### src/rtl/vctrl_pkg.sv
// Shared definitions for the vector control register write path:
// register indices, default widths and the buffered write entry.
package vctrl_pkg;

   localparam int DW_DEF    = 32;
   localparam int RW_DEF    = 5;
   localparam int MVL_DEF   = 32;
   localparam int MASKW_DEF = 8;

   localparam int VL_REG         = 0;
   localparam int MASK_BCOLS_REG = 29;
   localparam int MASK_ACOLS_REG = 30;
   localparam int MASK_AROWS_REG = 31;

   typedef struct packed {
      logic [RW_DEF-1:0] reg_idx;
      logic [DW_DEF-1:0] data;
   } vctrl_entry_t;

   function automatic logic is_mask_reg(input int idx);
      return (idx == MASK_BCOLS_REG) || (idx == MASK_ACOLS_REG) || (idx == MASK_AROWS_REG);
   endfunction

endpackage

### src/rtl/vctrl_wr_fifo.sv
// Small synchronous FIFO of control-register writes with flush and a
// tail-data overwrite port used for write coalescing.
module vctrl_wr_fifo
   import vctrl_pkg::*;
#(
   parameter int RW    = RW_DEF,
   parameter int DW    = DW_DEF,
   parameter int DEPTH = 4
) (
   input  logic                       clk,
   input  logic                       reset,
   input  logic                       push,
   input  logic                       pop,
   input  logic                       flush,
   input  logic                       overwrite,
   input  logic [RW-1:0]              push_reg,
   input  logic [DW-1:0]              push_data,
   output logic [RW-1:0]              head_reg,
   output logic [DW-1:0]              head_data,
   output logic [RW-1:0]              tail_reg,
   output logic                       full,
   output logic                       empty,
   output logic [$clog2(DEPTH):0]     occupancy
);

   localparam int AW = $clog2(DEPTH);

   logic [RW-1:0]  reg_mem  [DEPTH];
   logic [DW-1:0]  data_mem [DEPTH];
   logic [AW-1:0]  wr_ptr_reg;
   logic [AW-1:0]  rd_ptr_reg;
   logic [AW:0]    count_reg;
   logic [AW-1:0]  tail_ptr;
   logic [DEPTH-1:0] alloc_sel;
   logic [DEPTH-1:0] ovw_sel;

   assign tail_ptr  = wr_ptr_reg - AW'(1);
   assign head_reg  = reg_mem[rd_ptr_reg];
   assign head_data = data_mem[rd_ptr_reg];
   assign tail_reg  = reg_mem[tail_ptr];
   assign full      = (count_reg == (AW+1)'(DEPTH));
   assign empty     = (count_reg == '0);
   assign occupancy = count_reg;

   genvar gi;
   generate
      for (gi = 0; gi < DEPTH; gi++) begin : g_sel
         assign alloc_sel[gi] = push && (wr_ptr_reg == AW'(gi));
         assign ovw_sel[gi]   = overwrite && (tail_ptr == AW'(gi));
      end
   endgenerate

   // Storage carries no reset; validity is defined purely by the pointers.
   always_ff @(posedge clk) begin
      for (int i = 0; i < DEPTH; i++) begin
         if (alloc_sel[i]) begin
            reg_mem[i]  <= push_reg;
            data_mem[i] <= push_data;
         end else if (ovw_sel[i]) begin
            data_mem[i] <= push_data;
         end
      end
   end

   always_ff @(posedge clk) begin
      if (reset || flush) begin
         wr_ptr_reg <= '0;
         rd_ptr_reg <= '0;
         count_reg  <= '0;
      end else begin
         if (push) wr_ptr_reg <= wr_ptr_reg + AW'(1);
         if (pop)  rd_ptr_reg <= rd_ptr_reg + AW'(1);
         count_reg <= count_reg + (AW+1)'(push) - (AW+1)'(pop);
      end
   end

endmodule

### src/rtl/vctrl_write_issuer.sv
// Buffers scalar control-register writes and issues one per cycle to the
// vector control register file. Optional coalescing: VCTRL_WR_COALESCE_EN.
module vctrl_write_issuer
   import vctrl_pkg::*;
#(
   parameter int DW    = DW_DEF,
   parameter int RW    = RW_DEF,
   parameter int MVL   = MVL_DEF,
   parameter int MASKW = MASKW_DEF,
   parameter int DEPTH = 4
) (
   input  logic                    clk,
   input  logic                    reset,
   input  logic                    req_valid,
   output logic                    req_ready,
   input  logic [RW-1:0]           req_reg,
   input  logic [DW-1:0]           req_data,
   input  logic                    drain_stall,
   input  logic                    flush,
   output logic [RW-1:0]           c_reg,
   output logic [DW-1:0]           c_writedatain,
   output logic                    c_we,
   output logic                    rsp_valid,
   output logic [DW-1:0]           rsp_vl,
   output logic                    vl_pending,
   output logic [$clog2(DEPTH):0]  occupancy
);

   localparam int OW = $clog2(DEPTH) + 1;
`ifdef VCTRL_WR_COALESCE_EN
   localparam bit COALESCE = 1'b1;
`else
   localparam bit COALESCE = 1'b0;
`endif

   logic [RW-1:0] head_reg, tail_reg;
   logic [DW-1:0] head_data, shaped;
   logic          full, empty, pop_en, push_en, ovw_en, tail_hit, head_is_vl;
   logic [OW-1:0] occ;
   logic [OW-1:0] vl_cnt_reg;
   logic [RW-1:0] c_reg_reg;
   logic [DW-1:0] c_data_reg, rsp_vl_reg;
   logic          c_we_reg, rsp_valid_reg;

   assign pop_en = !empty && !drain_stall && !flush;
   // A tail that is also the head and is leaving this cycle cannot absorb a write.
   assign tail_hit  = COALESCE && !empty && (req_reg == tail_reg) && !(pop_en && (occ == OW'(1)));
   assign req_ready = !reset && !flush && (!full || tail_hit);
   assign push_en   = req_valid && req_ready && !tail_hit;
   assign ovw_en    = req_valid && req_ready && tail_hit;
   assign head_is_vl = (head_reg == RW'(VL_REG));

   vctrl_wr_fifo #(.RW(RW), .DW(DW), .DEPTH(DEPTH)) u_fifo (
      .clk       (clk),
      .reset     (reset),
      .push      (push_en),
      .pop       (pop_en),
      .flush     (flush),
      .overwrite (ovw_en),
      .push_reg  (req_reg),
      .push_data (req_data),
      .head_reg  (head_reg),
      .head_data (head_data),
      .tail_reg  (tail_reg),
      .full      (full),
      .empty     (empty),
      .occupancy (occ)
   );

   always_comb begin
      shaped = head_data;
      if (head_is_vl)
         shaped = (head_data > DW'(MVL)) ? DW'(MVL) : head_data;
      else if (is_mask_reg(int'(head_reg)))
         shaped = DW'(head_data[MASKW-1:0]);
   end

   // Coalesced writes land on a tail with the same index, so they never change the vl count.
   always_ff @(posedge clk) begin
      if (reset || flush)
         vl_cnt_reg <= '0;
      else
         vl_cnt_reg <= vl_cnt_reg + OW'(push_en && (req_reg == RW'(VL_REG)))
                                  - OW'(pop_en && head_is_vl);
   end

   always_ff @(posedge clk) begin
      if (reset) begin
         c_we_reg      <= 1'b0;
         c_reg_reg     <= '0;
         c_data_reg    <= '0;
         rsp_valid_reg <= 1'b0;
         rsp_vl_reg    <= '0;
      end else begin
         c_we_reg      <= pop_en;
         rsp_valid_reg <= pop_en && head_is_vl;
         if (pop_en) begin
            c_reg_reg  <= head_reg;
            c_data_reg <= shaped;
         end
         if (pop_en && head_is_vl)
            rsp_vl_reg <= shaped;
      end
   end

   assign c_we          = c_we_reg;
   assign c_reg         = c_reg_reg;
   assign c_writedatain = c_data_reg;
   assign rsp_valid     = rsp_valid_reg;
   assign rsp_vl        = rsp_vl_reg;
   assign occupancy     = occ;
   assign vl_pending    = (vl_cnt_reg != '0) || (c_we_reg && (c_reg_reg == RW'(VL_REG)));

endmodule

### config.mk
export PLATFORM = sky130hd
export DESIGN_NAME = vctrl_write_issuer
export DESIGN_NICKNAME = d
export VERILOG_FILES = /design/src/rtl/vctrl_pkg.sv /design/src/rtl/vctrl_wr_fifo.sv /design/src/rtl/vctrl_write_issuer.sv
export SDC_FILE = /design/constraint.sdc
export NUM_CORES = 1
export LEC_CHECK = 0
export CAP_MARGIN = 10
export CORE_ASPECT_RATIO = 1.4
export CORE_MARGIN = 2
export CORE_UTILIZATION = 50
export CTS_BUF_LIST = sky130_fd_sc_hd__clkbuf_16
export DETAILED_ROUTE_END_ITERATION = 8
export PLACE_DENSITY = 0.85
export SYNTH_ARGS = -nofsm -noshare
export SYNTH_HDL_FRONTEND = slang
export SYNTH_HIERARCHICAL = 1
export SYNTH_SLANG_ARGS = --single-unit
### constraint.sdc
create_clock -name clk -period 10.3 [get_ports clk]
set_input_delay 2.06 -clock clk [delete_from_list [all_inputs] [get_ports clk]]
set_output_delay 2.06 -clock clk [all_outputs]
set_load 0.01 [all_outputs]
After elaboration in Yosys (flattened, before gate mapping)
Memory sizes are Yosys's and may differ from the RTL's. A register that Yosys moved wholly into a read port is not among the register bits.
Cells that the tools add are included.
{"block": "op_classes", "n_addsub": 6, "n_lt_le_gt_ge": 1, "n_eq_ne": 7, "mux": 33, "reduce_logical": 33}
{"op": "32-bit 2-to-1 mux", "n": 6}
{"op": "32-bit OR reduction", "n": 3}
{"op": "32-bit by 6-bit > comparator with 1-bit output, second input constant", "n": 1}
{"op": "2-bit 2-to-1 mux", "n": 10}
{"op": "5-bit logical NOT", "n": 3}
{"op": "5-bit 2-to-1 mux", "n": 3}
{"op": "5-bit OR reduction", "n": 3}
{"op": "1-bit 2-to-1 mux", "n": 14}
{"op": "1-bit logical AND", "n": 12}
{"op": "3-bit by 1-bit adder with 3-bit output", "n": 2}
{"op": "3-bit by 1-bit subtractor with 3-bit output", "n": 2}
{"op": "5-bit by 1-bit == test with 1-bit output, second input constant", "n": 1}
{"op": "5-bit by 2-bit == test with 1-bit output, second input constant", "n": 1}
{"op": "5-bit by 3-bit == test with 1-bit output, second input constant", "n": 1}
{"op": "1-bit logical NOT", "n": 5}
{"op": "2-bit by 1-bit adder with 2-bit output, second input constant", "n": 2}
{"op": "2-bit == test, second input constant", "n": 2}
{"op": "1-bit logical OR", "n": 4}
{"op": "3-bit == test, second input constant", "n": 1}
{"op": "3-bit logical NOT", "n": 1}
{"op": "3-bit nonzero test", "n": 1}
{"op": "2-bit by 1-bit == test with 1-bit output, second input constant", "n": 1}
{"op": "2-bit logical NOT", "n": 1}
{"block": "totals", "reg_bits": 81, "ram_bits": 148, "input_bits": 42, "out_inout_bits": 76, "elab_cells": 91, "n_memories": 2}
{"memory": "u_fifo.data_mem", "depth": 4, "word_bits": 32, "read_ports": 1, "rd_clocked_by_memory_dff": 1, "wr": 1, "line_no": "vctrl_wr_fifo.sv:29", "rtl": "logic [DW-1:0] data_mem [DEPTH];"}
{"memory": "u_fifo.reg_mem", "depth": 4, "word_bits": 5, "read_ports": 1, "rd_clocked_by_memory_dff": 1, "wr": 1, "line_no": "vctrl_wr_fifo.sv:28", "rtl": "logic [RW-1:0] reg_mem [DEPTH];"}

Longest topological paths before layout
{"block": "depth", "ltp_word": 11, "mapped_depth": 14, "depth_no_buf": 12}

Modules after synthesis
Netlist, hierarchy kept.
{"module": "vctrl_wr_fifo", "n_inst": 1, "cells_each": 249, "area_per_inst_um2": 5995.8, "seq_area_each_um2": 4624.4}
{"module": "vctrl_write_issuer", "n_inst": 1, "cells_each": 243, "area_per_inst_um2": 2570.0, "seq_area_each_um2": 1481.4}

Worst setup path after synthesis
Ideal clock, no wire load.
{"block": "synth_timing", "path_kind": "in2out", "startpoint": "input port reset", "endpoint": "output port req_ready", "arrival_ns": 2.513, "required_ns": 8.240, "path_slack_ns": 5.727, "stages": 2, "n_path_buf": 1, "cell_sequence": "clkbuf_1 nor3_1"}
{"block": "synth_between", "elab_chain_len": 3}
{"item": "from (decl)", "line_no": "vctrl_write_issuer.sv:13", "rtl": "input logic reset,"}
{"item": "1-bit logical NOT", "line_no": "vctrl_write_issuer.sv:48", "rtl": "assign req_ready = !reset && !flush && (!full || tail_hit);"}
{"item": "1-bit logical AND (2 in series)", "line_no": "vctrl_write_issuer.sv:48"}
{"item": "to (decl)", "line_no": "vctrl_write_issuer.sv:15", "rtl": "output logic req_ready,"}
Every way passes these cells.

Worst setup path after layout
Ends and elaborated chain as after synthesis.

==> results.sh <==
export IMPL_postCtsSetupBuffers=0
export IMPL_diodes=0
export IMPL_largest_reg_flops=128
export IMPL_cts_tree="done"
export IMPL_ir_drop_mv=0.181
export IMPL_end_kind="output port"
export IMPL_avgSynthCellArea_um2=17.4
export IMPL_pin_count=118
export IMPL_grt_max_degree=38
export IMPL_drc=0
export IMPL_worst_clock_skew_ns=0.0256
export IMPL_max_freq_mhz=177
export IMPL_powerDensity_nw_per_um2=183
export IMPL_final_common_cell="edfxtp_1"
export IMPL_h_tree_depth=1
export IMPL_fin_crit_sh_pct=54.9
export IMPL_netlist_area_um2=8450
export IMPL_finalHoldViolations=0
export IMPL_power_leakage_nw=3.55
export IMPL_grt_pass1_wl_mm=26.7
export IMPL_status="complete, no violations"
export IMPL_postCtsHoldBufs=0
export IMPL_rsz0062_at_grt="no"
export IMPL_cts_buffers=21
export IMPL_tns_ns=0
export IMPL_hpwlAfterDp_mm=11.4
export IMPL_first_iter_violations=400
export IMPL_start_kind="input port"
export IMPL_grt_overflow=0
export IMPL_netlist_instances=487
export IMPL_required_ns=8.24
export IMPL_cts_clk_slew_worst_paths_ns=0.06
export IMPL_via_per_inst=5.70
export IMPL_r2r_cells=11
export IMPL_post_drt_wl_per_cell_um=20.6
export IMPL_worstHoldPathType="reg2reg"
export IMPL_ant_nets=0
export IMPL_cts_root_buf="clkbuf_16"
export IMPL_placementRows=56
export IMPL_portBuffers=117
export IMPL_setup_violations=0
export IMPL_antenna_found_initial=0
export IMPL_r2r_end="vl_cnt_reg[2]"
export IMPL_fp_dieH_um=158
export IMPL_clk_path_buf_depth=3
export IMPL_core_area_um2=16700
export IMPL_insertion_delay_ns=0.51
export IMPL_grtUsageTotal_pct=19.2
export IMPL_routed_wl_mm=17.2
export IMPL_cp_max_fo=32
export IMPL_fp_dieW_um=114
export IMPL_yosysWarnings=6
export IMPL_rrSetupSlack_ns=6.34
export IMPL_final_core_util_pct=63.4
export IMPL_drv_slew=0
export IMPL_area_growth_synth_to_final_pct=25.1
export IMPL_dpl_cell_area_um2=9790
export IMPL_finish_instance_area_um2=10600
export IMPL_dieArea_um2=18000
export IMPL_gp_congestion=0.800
export IMPL_path_class="in2out"
export IMPL_cts_sinks=231
export IMPL_final_fill_count=1160
export IMPL_firstDrtPassIters=4
export IMPL_min_period_ns=5.66
export IMPL_crit_start="reset"
export IMPL_fin_nets=666
export IMPL_multi_input_area_um2=2130
export IMPL_relSlewSlack_pct=17.0
export IMPL_start_util_pct=50.7
export IMPL_final_cell_mix="148 x edfxtp_1, 117 x clkdlybuf4s50_1, 82 x dfxtp_1"
export IMPL_tightest_slew_ns=1.24
export IMPL_drv_cap=0
export IMPL_worstPathArrival_ns=3.60
export IMPL_vias=4742
export IMPL_drive_gt1_share_pct=12.7
export IMPL_grt_pass1_vias=5064
export IMPL_post_cts_resize_count=0
export IMPL_regArea_um2=6110
export IMPL_crit_end="req_ready"
## critical path: stages
cell	delay, ns
clkdlybuf4s50_1	0.40
buf_4	0.22
nor3_1	0.30
clkdlybuf4s50_1	0.61
## final cells by class
cell class	instances	share of cell area [%]
inverters	17	0.603
well taps	203	2.40
clock buffers	21	4.97
multi-input cells	216	20.1
clock inverters	17	2.40
flip-flops and latches	231	57.7
repair buffers	127	11.8
## per-layer routing
layer | GRT usage, % | wire length (um)
met5 | 0 | 0
met4 | 8.07 | 551
met3 | 2.37 | 746
met2 | 35.2 | 9310
met1 | 22.7 | 6540
## worst min-delay path by stage
| stage | from | endpoint | slack, ns | cells past startpoint |
|---|---|---|---|---|
| 2_1_floorplan | c_reg[1] | c_reg[1] | 0.49 | 2 |
| 3_3_place_gp | rsp_vl[23] | rsp_vl[23] | 0.44 | 1 |
| 3_5_place_dp | rsp_vl[27] | rsp_vl[27] | 0.45 | 1 |
| 4_1_cts | rsp_vl[14] | rsp_vl[14] | 0.46 | 1 |
| 5_1_grt | rsp_vl[28] | rsp_vl[28] | 0.49 | 1 |
| 6_report | rsp_vl[14] | rsp_vl[14] | 0.46 | 1 |
## where the power goes
group | switching, mW | internal, mW
combinational | 0.0329 | 0.0286
clock | 0.335 | 0.528
sequential | 0.00489 | 1.00
total | 0.373 | 1.56
## metrics by stage
stage | worst slack, ns | power, mW | std cells | hold slack [ns]
CTS | 4.60 | 1.95 | 831 | 0.465
floorplan | 5.73 | 1.05 | 490 | 0.488
global route | 4.56 | 1.99 | 832 | 0.486
finish | 4.64 | 1.93 | 832 | 0.460
global placement | 4.60 | 1.08 | 793 | 0.443
detailed placement | 4.63 | 1.09 | 793 | 0.445
Power figures use the tool's default switching activity.
==> RTL change 1: new RTL, same settings <==
`DW_DEF`: 32 -> 40.
--- a/src/rtl/vctrl_pkg.sv
+++ b/src/rtl/vctrl_pkg.sv
@@ -2,7 +2,7 @@
 // register indices, default widths and the buffered write entry.
 package vctrl_pkg;
 
-   localparam int DW_DEF    = 32;
+   localparam int DW_DEF    = 40;
    localparam int RW_DEF    = 5;
    localparam int MVL_DEF   = 32;
    localparam int MASKW_DEF = 8;
Interface: changed (resized c_writedatain, req_data and rsp_vl); port bits go from 118 to 142. The function was not compared with the original's and may differ.
==> RTL change 1 against the original RTL <==
Total power is 13% higher; wire length is 18% higher; worst setup slack worse by 0.067 ns; global-route usage is 0.33 points lower; sequential cell count is 48 higher; final area is 18% higher; cell count is 17% higher; area after synthesis is 20% higher; largest power group unchanged; highest routed layer unchanged.
==> RTL change 1: results (changes against the original RTL) <==
* H-tree depth at 1 (unchanged)
* Clock Tree Buf Depth at 3 (unchanged)
* Synth warn at 6 (unchanged)
* Total Routing Usage GR at 0.188 (-0.00329)
* Reg-to-reg slack, setup at 6.50 ns (+0.16 ns)
* Worst Hold Class: reg2reg
* Vias in the first global route at 5786 (+14%)
* First-pass GRT wire length at 31700 um (+19%)
* Max reg flops at 160 (+25%)
* Worst hold stages at 1 (unchanged)
* Pleak at 4.11 nW (+16%)
* Total number of vias at 5512 (+16%)
* Clock Skews at 0.0129 ns (-0.0127 ns)
* Num CTS Buffers at 25 (+19%)
* Worst Reg2Reg Path Length in Cells at 10 (-1)
* Worst R2R End: vl_cnt_reg[2]
* FILL cells at 1341 (+16%)
* Initial antenna violation count at 0 (unchanged)
* Crit Path Max Fanout at 14 (-56%)
* PostCTS Resize Cnt at 0 (unchanged)
* Final Wtd Congestion at 0.753 (-5.9%)
* Clk root buf: clkbuf_16
* Largest net degree at the start of global routing at 46 (+21%)
* DP HPWL at 12900 um (+13%)
* Buffers on Ports at 141 (+21%)
* Clock Latency Late Sink at 0.51 ns (about the same)
* Min-delay src: rsp_vl[39]
* Worst Hold End: rsp_vl[39]
* Nets at 760 (+14%)
* Fraction of layout cells with a size suffix above 1 at 0.139 (+0.0121)
* Via density per instance at 5.68 (-0.30%)
* Peak VDD IR at 0.000145 V (-20%)
* Status: finished, final reports clean
* Antenna Nets Post-Route at 0 (unchanged)
* Dpl cell area at 11600 um2 (+19%)
* CTS clk-pin slew, worst paths at 0.06 ns (about the same)
* DR pass1 iterations at 5 (+1)
* Int Pwr at 1.75 mW (+12%)
* Post-CTS Setup Inserts at 0 (unchanged)
* Dpl cells at 925 (+17%)
* Post-Syn Instances at 557 (+14%)
* Antenna cells at 0 (unchanged)
* Crit path DAT at 3.67 ns (+0.07 ns)
* Rel. slew slack at 0.269 (+0.0987)
* Hold Slack at 0.461 ns (+0.00132 ns)
* DRT Wirelength at 20300 um (+18%)
* Iter 0 DRT Violations at 517 (+29%)
* Post-cts hold buffer count at 0 (unchanged)
==> RTL change 1: changes by cell type in the layout (fill, tap and decap cells not counted), sizes merged, moves of 8 or more <==
cell	unedited run	this run
nor2	30	12
a32o	24	34
clkdlybuf4s50	117	141
dfxtp	83	99
mux4	37	45
and2	31	39
edfxtp	148	180
nand2	10	20
==> RTL change 1: stage by stage <==
step                worst slack (ns)  utilization
finish                          4.57        0.627
global route                    4.49        0.627
CTS                             4.57        0.627
detailed placement              4.58        0.587
global placement                4.66        0.587
floorplan                       5.66            -
==> RTL change 1: layout make-up <==
cell class                 instances  share of cell area
clock buffer                      26              0.0523
clock inverter                    19              0.0118
inverter                          14             0.00422
multi-input combinational        235               0.196
sequential                       279               0.594
tap                              252              0.0253
timing repair buffer             145               0.116
==> RTL change 1: how the worst max path moves through the flow <==
stage                from         to  cells after the start  slack, ns
floorplan           reset  req_ready                      2       5.66
global placement    reset  req_ready                      3       4.66
detailed placement  reset  req_ready                      3       4.58
CTS                 reset  req_ready                      3       4.57
global route        reset  req_ready                      3       4.49
finish              reset  req_ready                      3       4.57
==> RTL change 1: per-layer routing <==
layer / global-route usage / routed length [um]
met1: 0.218 / 7640
met2: 0.351 / 10900
met3: 0.0300 / 1180
met4: 0.0738 / 599
met5: 0 / 0
==> RTL change 1: worst max-delay path, stage by stage <==
cell,delay (ns)
clkdlybuf4s50_1,0.67
nor3_1,0.35
clkdlybuf4s50_1,0.59
==> RTL change 1: power groups by stage <==
stage	logic, mW	registers, mW	clock network (mW)
2_1_floorplan	0.0294	1.24	0
3_3_place_gp	0.0669	1.24	0
3_5_place_dp	0.0702	1.24	0
4_1_cts	0.0708	1.22	0.911
5_1_grt	0.0760	1.22	0.951
6_report	0.0706	1.22	0.895
==> RTL change 2: new RTL, same settings <==
Made on the original files. Reset style: asynchronous (`reset`), changed in one clocked block.
--- a/src/rtl/vctrl_write_issuer.sv
+++ b/src/rtl/vctrl_write_issuer.sv
@@ -84,7 +84,7 @@
                                   - OW'(pop_en && head_is_vl);
    end
 
-   always_ff @(posedge clk) begin
+   always_ff @(posedge clk or posedge reset) begin
       if (reset) begin
          c_we_reg      <= 1'b0;
          c_reg_reg     <= '0;
Behaviour: differs if reset is asserted again (counterexample within 4 cycles, from zero or initial values and one cycle with reset high); with reset held inactive, the same outputs for 4 cycles.
==> RTL change 2 against the original RTL <==
First-iteration DRC count down 21%; largest cell class unchanged; final area is 1.9% higher; wire length decreased by 2.5%; sequential cell count unchanged; worst setup slack gained 0.15 ns; global-route usage shrank 0.65 points; area after synthesis is 2.5% higher.
Power is not compared: it rests on default switching activity, and its combinational part moved more than twofold at a synthesized area within 25%.
==> RTL change 2: results (changes against the original RTL) <==
* Status: finished, final reports clean
* Pleak at 3.97 nW
* Iter 0 DRT Violations at 318 (-21%)
* Register area at 6460 um2 (+5.8%)
* Crit path DAT at 3.45 ns (-0.15 ns)
* Post-route setup TNS at 0 ns (unchanged)
* DR pass1 iterations at 4 (unchanged)
* Dpl cells at 819 (+3.3%)
* Total Routing Usage GR at 0.185 (-0.00653)
* Max reg flops at 128 (unchanged)
* Worst Hold Class: reg2reg
* Dpl cell area at 10100 um2 (+2.8%)
* Largest net degree at the start of global routing at 72 (+89%)
* Worst path max stage delay at 0.61 ns (about the same)
* Slowest CP cell: clkdlybuf4s50_1
* Post-Syn Instances at 476 (-2.3%)
* Total number of vias at 4583 (-3.4%)
* Clock Latency Late Sink at 0.49 ns (-0.02 ns)
* PostCTS Resize Cnt at 0 (unchanged)
* Buffers on Ports at 117 (unchanged)
* Rel. slew slack at 0.228 (+0.0578)
* Startpoint types: input pin
* DP HPWL at 11000 um (-3.3%)
* Post-route insts no fill at 856 (+2.9%)
* Clk root buf: clkbuf_16
* Clock Skews at 0.0143 ns (-0.0113 ns)
* Clock Tree Buf Depth at 3 (unchanged)
* Final Wtd Congestion at 0.764 (-4.5%)
* Crit Path Max Fanout at 6 (-81%)
* FILL cells at 1191 (+2.7%)
* Post-CTS Setup Inserts at 0 (unchanged)
* H-tree depth at 1 (unchanged)
* Fraction of layout cells with a size suffix above 1 at 0.131 (+0.00346)
* Synth warn at 6 (unchanged)
* Nets at 658 (-1.2%)
* CTS clk-pin slew, worst paths at 0.06 ns (about the same)
* Peak VDD IR at 0.000107 V
* Num CTS Buffers at 21 (unchanged)
* Antenna cells at 0 (unchanged)
* First-pass GRT wire length at 26200 um (-1.9%)
* Vias in the first global route at 4883 (-3.6%)
* Initial antenna violation count at 0 (unchanged)
* Avg WL per Cell at 19.5 um (-5.2%)
-- RTL change 2: stage by stage --
step | hold slack (ns) | setup WS [ns] | power, mW
6_report | 0.483 | 4.79 | 2.10
5_1_grt | 0.507 | 4.68 | 2.18
4_1_cts | 0.487 | 4.81 | 2.12
3_5_place_dp | 0.471 | 4.46 | 1.34
3_3_place_gp | 0.468 | 4.69 | 1.32
2_1_floorplan | 0.499 | 5.86 | 1.18
-- RTL change 2: path summary, 6_finish.rpt --
kind	from	end	slack, ns	cells after the start
worst max register to register	flip-flop	vl_cnt_reg[2]	5.77	13
max in group asynchronous	reset	rsp_vl[27]	7.41	3
worst min-delay path	rsp_vl[3]	rsp_vl[3]	0.48	2
worst min register to register	rsp_vl[3]	rsp_vl[3]	0.48	2
worst max-delay path	flush	req_ready	4.79	3
min in group asynchronous	reset	c_reg[4]	2.30	3
-- RTL change 2: worst max-delay path: cells and delay by family --
family / cells / cell delay [ns]
buffers and inverters: 2 / 1.11
and+or+nand+nor: 1 / 0.28
-- RTL change 2: metal layers --
layer,track usage,wire length (um),up-vias
met1,0.232,6490,2319
li1,-,-,2070
met4,0.0750,444,0
met2,0.320,8880,169
met5,0,0,-
met3,0.0296,913,25
-- RTL change 2: area by class of cell --
cell class                 instances  area share
inverter                          13     0.00465
clock inverter                    16      0.0171
multi-input combinational        214       0.188
timing repair buffer             125       0.114
sequential                       231       0.600
clock buffer                      21      0.0488
tap                              236      0.0274
-- RTL change 2: power breakdown --
part           switching [mW]  internal, mW  total (mW)
Clock                   0.314         0.474       0.787
Combinational          0.0918         0.132       0.224
Sequential             0.0407          1.05        1.09
Total                   0.446          1.66        2.10
